$ cat config.mk
export PLATFORM = sky130hd
export DESIGN_NAME = regfile_wb_arbiter
export DESIGN_NICKNAME = d
export VERILOG_FILES = /design/src/rtl/regfile_wb_arbiter.sv
export SDC_FILE = /design/constraint.sdc
export NUM_CORES = 1
export LEC_CHECK = 0
export BUFFER_PORTS_ARGS = -buffer_cell sky130_fd_sc_hd__clkbuf_2
export CORE_ASPECT_RATIO = 0.75
export CORE_MARGIN = 3
export CORE_UTILIZATION = 40
export CTS_BUF_LIST = sky130_fd_sc_hd__clkbuf_8 sky130_fd_sc_hd__clkbuf_16
export DETAILED_ROUTE_END_ITERATION = 10
export SKIP_LAST_GASP = 1
export SYNTH_ARGS = -nofsm -noshare
export SYNTH_HDL_FRONTEND = slang
export SYNTH_SLANG_ARGS = --single-unit
export TNS_END_PERCENT = 20
$ cat constraint.sdc
create_clock -name clk -period 5.38 [get_ports clk]
set_input_delay 0.807 -clock clk [delete_from_list [all_inputs] [get_ports clk]]
set_output_delay 0.807 -clock clk [all_outputs]
set_load 0.01 [all_outputs]
$ cat src/rtl/regfile_wb_arbiter.sv
// regfile_wb_arbiter: shares the register-file write port between single-cycle writeback (A) and a FIFO-buffered multi-cycle unit (B)
// Ports: clk, reset (async, active-high)
//   A:      a_valid, a_rd, a_data in; a_stall out (upstream holds A while high)
//   B:      b_valid, b_rd, b_data in; b_ready out (FIFO not full)
//   decode: issue_valid/issue_rd set pending bits; rs1/rs2 in, rs1_pending/rs2_pending out
//   rf:     rf_we, rf_rd, rf_wd drive the register file write port
// Macro REGFILE_WB_ARB_STARVE_EN builds the starvation guard (wait_cnt, a_stall); without it A has strict priority.
module regfile_wb_arbiter #(
    parameter int DATA_W       = 32,
    parameter int ADDR_W       = 5,
    parameter int FIFO_DEPTH   = 4,
    parameter int STARVE_LIMIT = 8
) (
    input  logic              clk,
    input  logic              reset,
    input  logic              a_valid,
    input  logic [ADDR_W-1:0] a_rd,
    input  logic [DATA_W-1:0] a_data,
    output logic              a_stall,
    input  logic              b_valid,
    output logic              b_ready,
    input  logic [ADDR_W-1:0] b_rd,
    input  logic [DATA_W-1:0] b_data,
    input  logic              issue_valid,
    input  logic [ADDR_W-1:0] issue_rd,
    input  logic [ADDR_W-1:0] rs1,
    input  logic [ADDR_W-1:0] rs2,
    output logic              rs1_pending,
    output logic              rs2_pending,
    output logic              rf_we,
    output logic [ADDR_W-1:0] rf_rd,
    output logic [DATA_W-1:0] rf_wd
);
    localparam int PW = $clog2(FIFO_DEPTH);
    localparam int NR = 1 << ADDR_W;
    logic [ADDR_W-1:0] q_rd [FIFO_DEPTH];
    logic [DATA_W-1:0] q_wd [FIFO_DEPTH];
    logic [PW:0]       wp, rp;
    logic [NR-1:0]     pend, pend_n;
    logic              full, empty, push, a_go, a_gnt, h_gnt;

    assign full    = (wp[PW] != rp[PW]) && (wp[PW-1:0] == rp[PW-1:0]);
    assign empty   = wp == rp;
    assign b_ready = !reset && !full;
    // x0 results are accepted but never buffered
    assign push    = b_valid && b_ready && b_rd != '0;
    assign a_go    = !reset && a_valid && a_rd != '0;
    // a_stall hands the port to the FIFO head regardless of A
    assign h_gnt   = !reset && !empty && (a_stall || !a_go);
    assign a_gnt   = a_go && !h_gnt;
    assign rf_we   = a_gnt || h_gnt;
    assign rf_rd   = a_gnt ? a_rd : h_gnt ? q_rd[rp[PW-1:0]] : '0;
    assign rf_wd   = a_gnt ? a_data : h_gnt ? q_wd[rp[PW-1:0]] : '0;
    assign rs1_pending = pend[rs1];
    assign rs2_pending = pend[rs2];

    // clear first so a same-cycle issue to the same register wins
    always_comb begin
        pend_n = pend;
        if (h_gnt) pend_n[rf_rd] = 1'b0;
        if (issue_valid) pend_n[issue_rd] = 1'b1;
        pend_n[0] = 1'b0;
    end

    always_ff @(posedge clk)
        if (push) begin
            q_rd[wp[PW-1:0]] <= b_rd;
            q_wd[wp[PW-1:0]] <= b_data;
        end

    always_ff @(posedge clk or posedge reset)
        if (reset) begin
            wp   <= '0;
            rp   <= '0;
            pend <= '0;
        end else begin
            wp   <= wp + (PW+1)'(push);
            rp   <= rp + (PW+1)'(h_gnt);
            pend <= pend_n;
        end

`ifdef REGFILE_WB_ARB_STARVE_EN
    localparam int CW = $clog2(STARVE_LIMIT + 1);
    localparam logic [CW-1:0] LIM = CW'(STARVE_LIMIT);
    logic [CW-1:0] wait_cnt;

    // a_stall is a one-cycle pulse: its own cycle always grants the head, which clears it
    always_ff @(posedge clk or posedge reset)
        if (reset) begin
            wait_cnt <= '0;
            a_stall  <= 1'b0;
        end else begin
            wait_cnt <= (empty || h_gnt) ? '0 : (wait_cnt == LIM) ? LIM : wait_cnt + 1'b1;
            a_stall  <= !empty && !h_gnt && wait_cnt == LIM - 1'b1;
        end
`else
    assign a_stall = 1'b0;
`endif
endmodule

==> impl_metrics.ini <==
[run]
drv_cap = 0

[sta]
fin_crit_ns = 3.80
tightest_slew_ns = 1.07
finalHoldViolCount = 0
fmax_ghz = 0.263
rsz0062_at_grt = no
relSlewSlack_pct = 28.7
setup-violations-final = 0
slew_violations = 0
fin_tns_setup_ns = 0
fin_skew_ns = 0.0123
fin_crit_sh_pct = 70.6
hold_ws_ns = 0.543

[finish]
fin_nets = 711
fillers = 1661
multiInputGateArea_um2 = 2650
drive_gt1_share_pct = 39.1
final_core_util_pct = 49.2
syn2layout_area_growth_pct = 18.6
fin_area_um2 = 9670
antenna_cells = 0
register_area_um2 = 5370

[route]
via_per_inst = 5.86
remaining_drc_errors = 0
wire_per_inst_um = 22.2
drt_iter0_drc = 447
first_pass_iters = 5
drt_wl_total_mm = 19.5
vias = 5155
ant_nets = 0

[worst_setup_path]
required_ns = 4.57
crit_chain = clkbuf_2 -> or2_4 -> o41ai_1 -> buf_4 -> nor2_2 -> buf_4 -> a22o_1 -> clkbuf_2
cp_slowest_stage_delay_ns = 0.72
critPathBufInv = 4
crit_type = in -> out
cpLargestDelayFamily = compound AO/OA/AOI/OAI gates
critPathArrivalTime_ns = 2.99
critPathMaxFanout = 21
start_kind = input port
slowest_stage = o41ai_1
worst_setup_path_end_kind = output pin

[synth]
synth_flop_cell = edfxtp_1
syn_nets = 578
ys.warnings.count = 0
synth_top_family_by_area = multiplexers
synth-seq-cells = 185
synth_compound_area_share_pct = 9.87
synth_area_um2 = 8150
async_flop_share_pct = 20.0
synth_cells = 481
synth_fa_ha_area_share_pct = 0.460
synth_most_common_cell = edfxtp_1
synth-seq-area-share_pct = 65.9
syn_area_per_cell_um2 = 17.0
synth.distinct_cells = 48
synthMuxAreaShare_pct = 16.1
synth_xor_area_share_pct = 0.752
synth.area.top_cells = edfxtp_1, mux4_2, dfrtp_1, a22o_1, o41ai_1
yosys.area_share.simple_pct = 4.97
synth_largest_area_cell = edfxtp_1
synth_edf_count = 148
netlist.area_leader.share_pct = 54.5
yosys-top-cells-count = edfxtp_1, mux4_2, dfrtp_1

[die]
row_count = 44
pin_count = 136
die_h_um = 130
die_area_um2 = 22200
initial_core_util_pct = 41.5
core-area_um2 = 19700
die_w_um = 171

[placement]
gp_congestion = 0.859
portBuffers = 134
placed_area_um2 = 9110
hpwl_mm = 13.1

[min_path]
hp-class = reg -> reg

[power_and_ir_drop]
p_leak_nw = 3.51
power_density_nw_per_um2 = 476
irDropWorstVdd_uv = 229

[clock_network]
cts_hold_buf = 0
cts_sinks = 185
clk_pin_slew_worst_paths_ns = 0.07
cts_tree = built
numCtsBuffers = 17
cts-root-buf = clkbuf_16
postCtsResizedCells = 0
htreeDepth = 4
post_cts_buffers = 0
clk_latency_ns = 0.43
cts_buffer_depth = 2

[grt]
grt_pass1_wl_mm = 30.5
overflow = 0
grt_pass1_vias = 5386
grt_max_degree = 42
antenna_found_initial = 1
grt_usage_pct = 18.5

[outcome]
status = finished, final reports clean
## metrics by stage
stage	std cells	power, mW	setup slack, ns
2_1_floorplan	481	3.01	0.598
3_3_place_gp	848	3.43	1.67
3_5_place_dp	848	3.48	1.61
4_1_cts	880	4.65	1.60
5_1_grt	880	4.86	1.42
6_report	880	4.61	1.58
## worst register-to-register path: cells and delay by family (launching register included)
kind | cells | cell delay (ns)
AO/OA/AOI/OAI | 2 | 0.60
AND/OR/NAND/NOR | 1 | 0.91
buffers and inverters | 1 | 0.31
XOR/XNOR | 1 | 0.19
flip-flops | 1 | 0.66
## flip-flops by register name, indices dropped and copies added (netlist names)
register,count
q_rd,20
wp,3
q_wd,128
rp,3
pend,31
## layout by cell type (no fill, tap or decap), types with 3 or more instances in the layout
cell and count:
edfxtp_1 148, nor4_1 5, clkbuf_2 134, clkbuf_16 17, xor2_1 4, xnor2_1 3
a21oi_1 12, nand3b_1 5, dfrtp_1 35, nand4_1 3, o41ai_1 17, nor2_1 34
nand3_1 3, nand2_1 10, mux2i_1 4, o21ai_0 23, buf_4 8, inv_6 5
a32oi_1 4, ha_1 3, mux2_2 5, mux4_2 54, inv_1 6, o31ai_1 5
a22o_1 33, clkinvlp_4 4, a31oi_1 5
## cell families (layout without fill, tap and decap cells)
kind of cell / Yosys count / in the layout
compound gates: 108 / 108
flops: 185 / 185
buf+inv: 35 / 181
mux: 63 / 63
fa+ha+maj: 3 / 3
simple gates: 79 / 79
xor+xnor: 7 / 7
other cells: 1 / 1
## per-layer routing
layer  GRT usage [%]  routed length, µm
met5               0                 13
met4            4.78                138
met3            5.31               1500
met2            28.4               9270
met1            26.2               8610
## cell type report
class | instances | area share, %
flip-flops and latches | 185 | 55.5
multi-input cells | 261 | 27.4
repair buffers | 143 | 7.76
clock buffers | 17 | 4.40
well taps | 253 | 3.27
clock inverters | 15 | 1.41
inverters | 6 | 0.233
## power breakdown
part           total [mW]  switching (mW)  internal (mW)  leakage [nW]
combinational        1.46           0.789          0.672          1.49
clock                1.17           0.558          0.609         0.262
sequential           1.98           0.163           1.82          1.77
## path summary, 6_finish.rpt
path                               from     endpoint  slack [ns]  depth (start not counted)
worst max-delay path            a_rd[4]     rf_wd[3]        1.58                          8
worst min-delay path            pend[2]      pend[2]        0.54                          2
worst max register to register    rp[0]  q_wd[2][15]        2.40                          5
worst min register to register  pend[2]      pend[2]        0.54                          2
max in group asynchronous         reset        rp[1]        3.93                          3
min in group asynchronous         reset      pend[2]        0.66                          2
No activity file was read; power rests on OpenSTA's default activity.
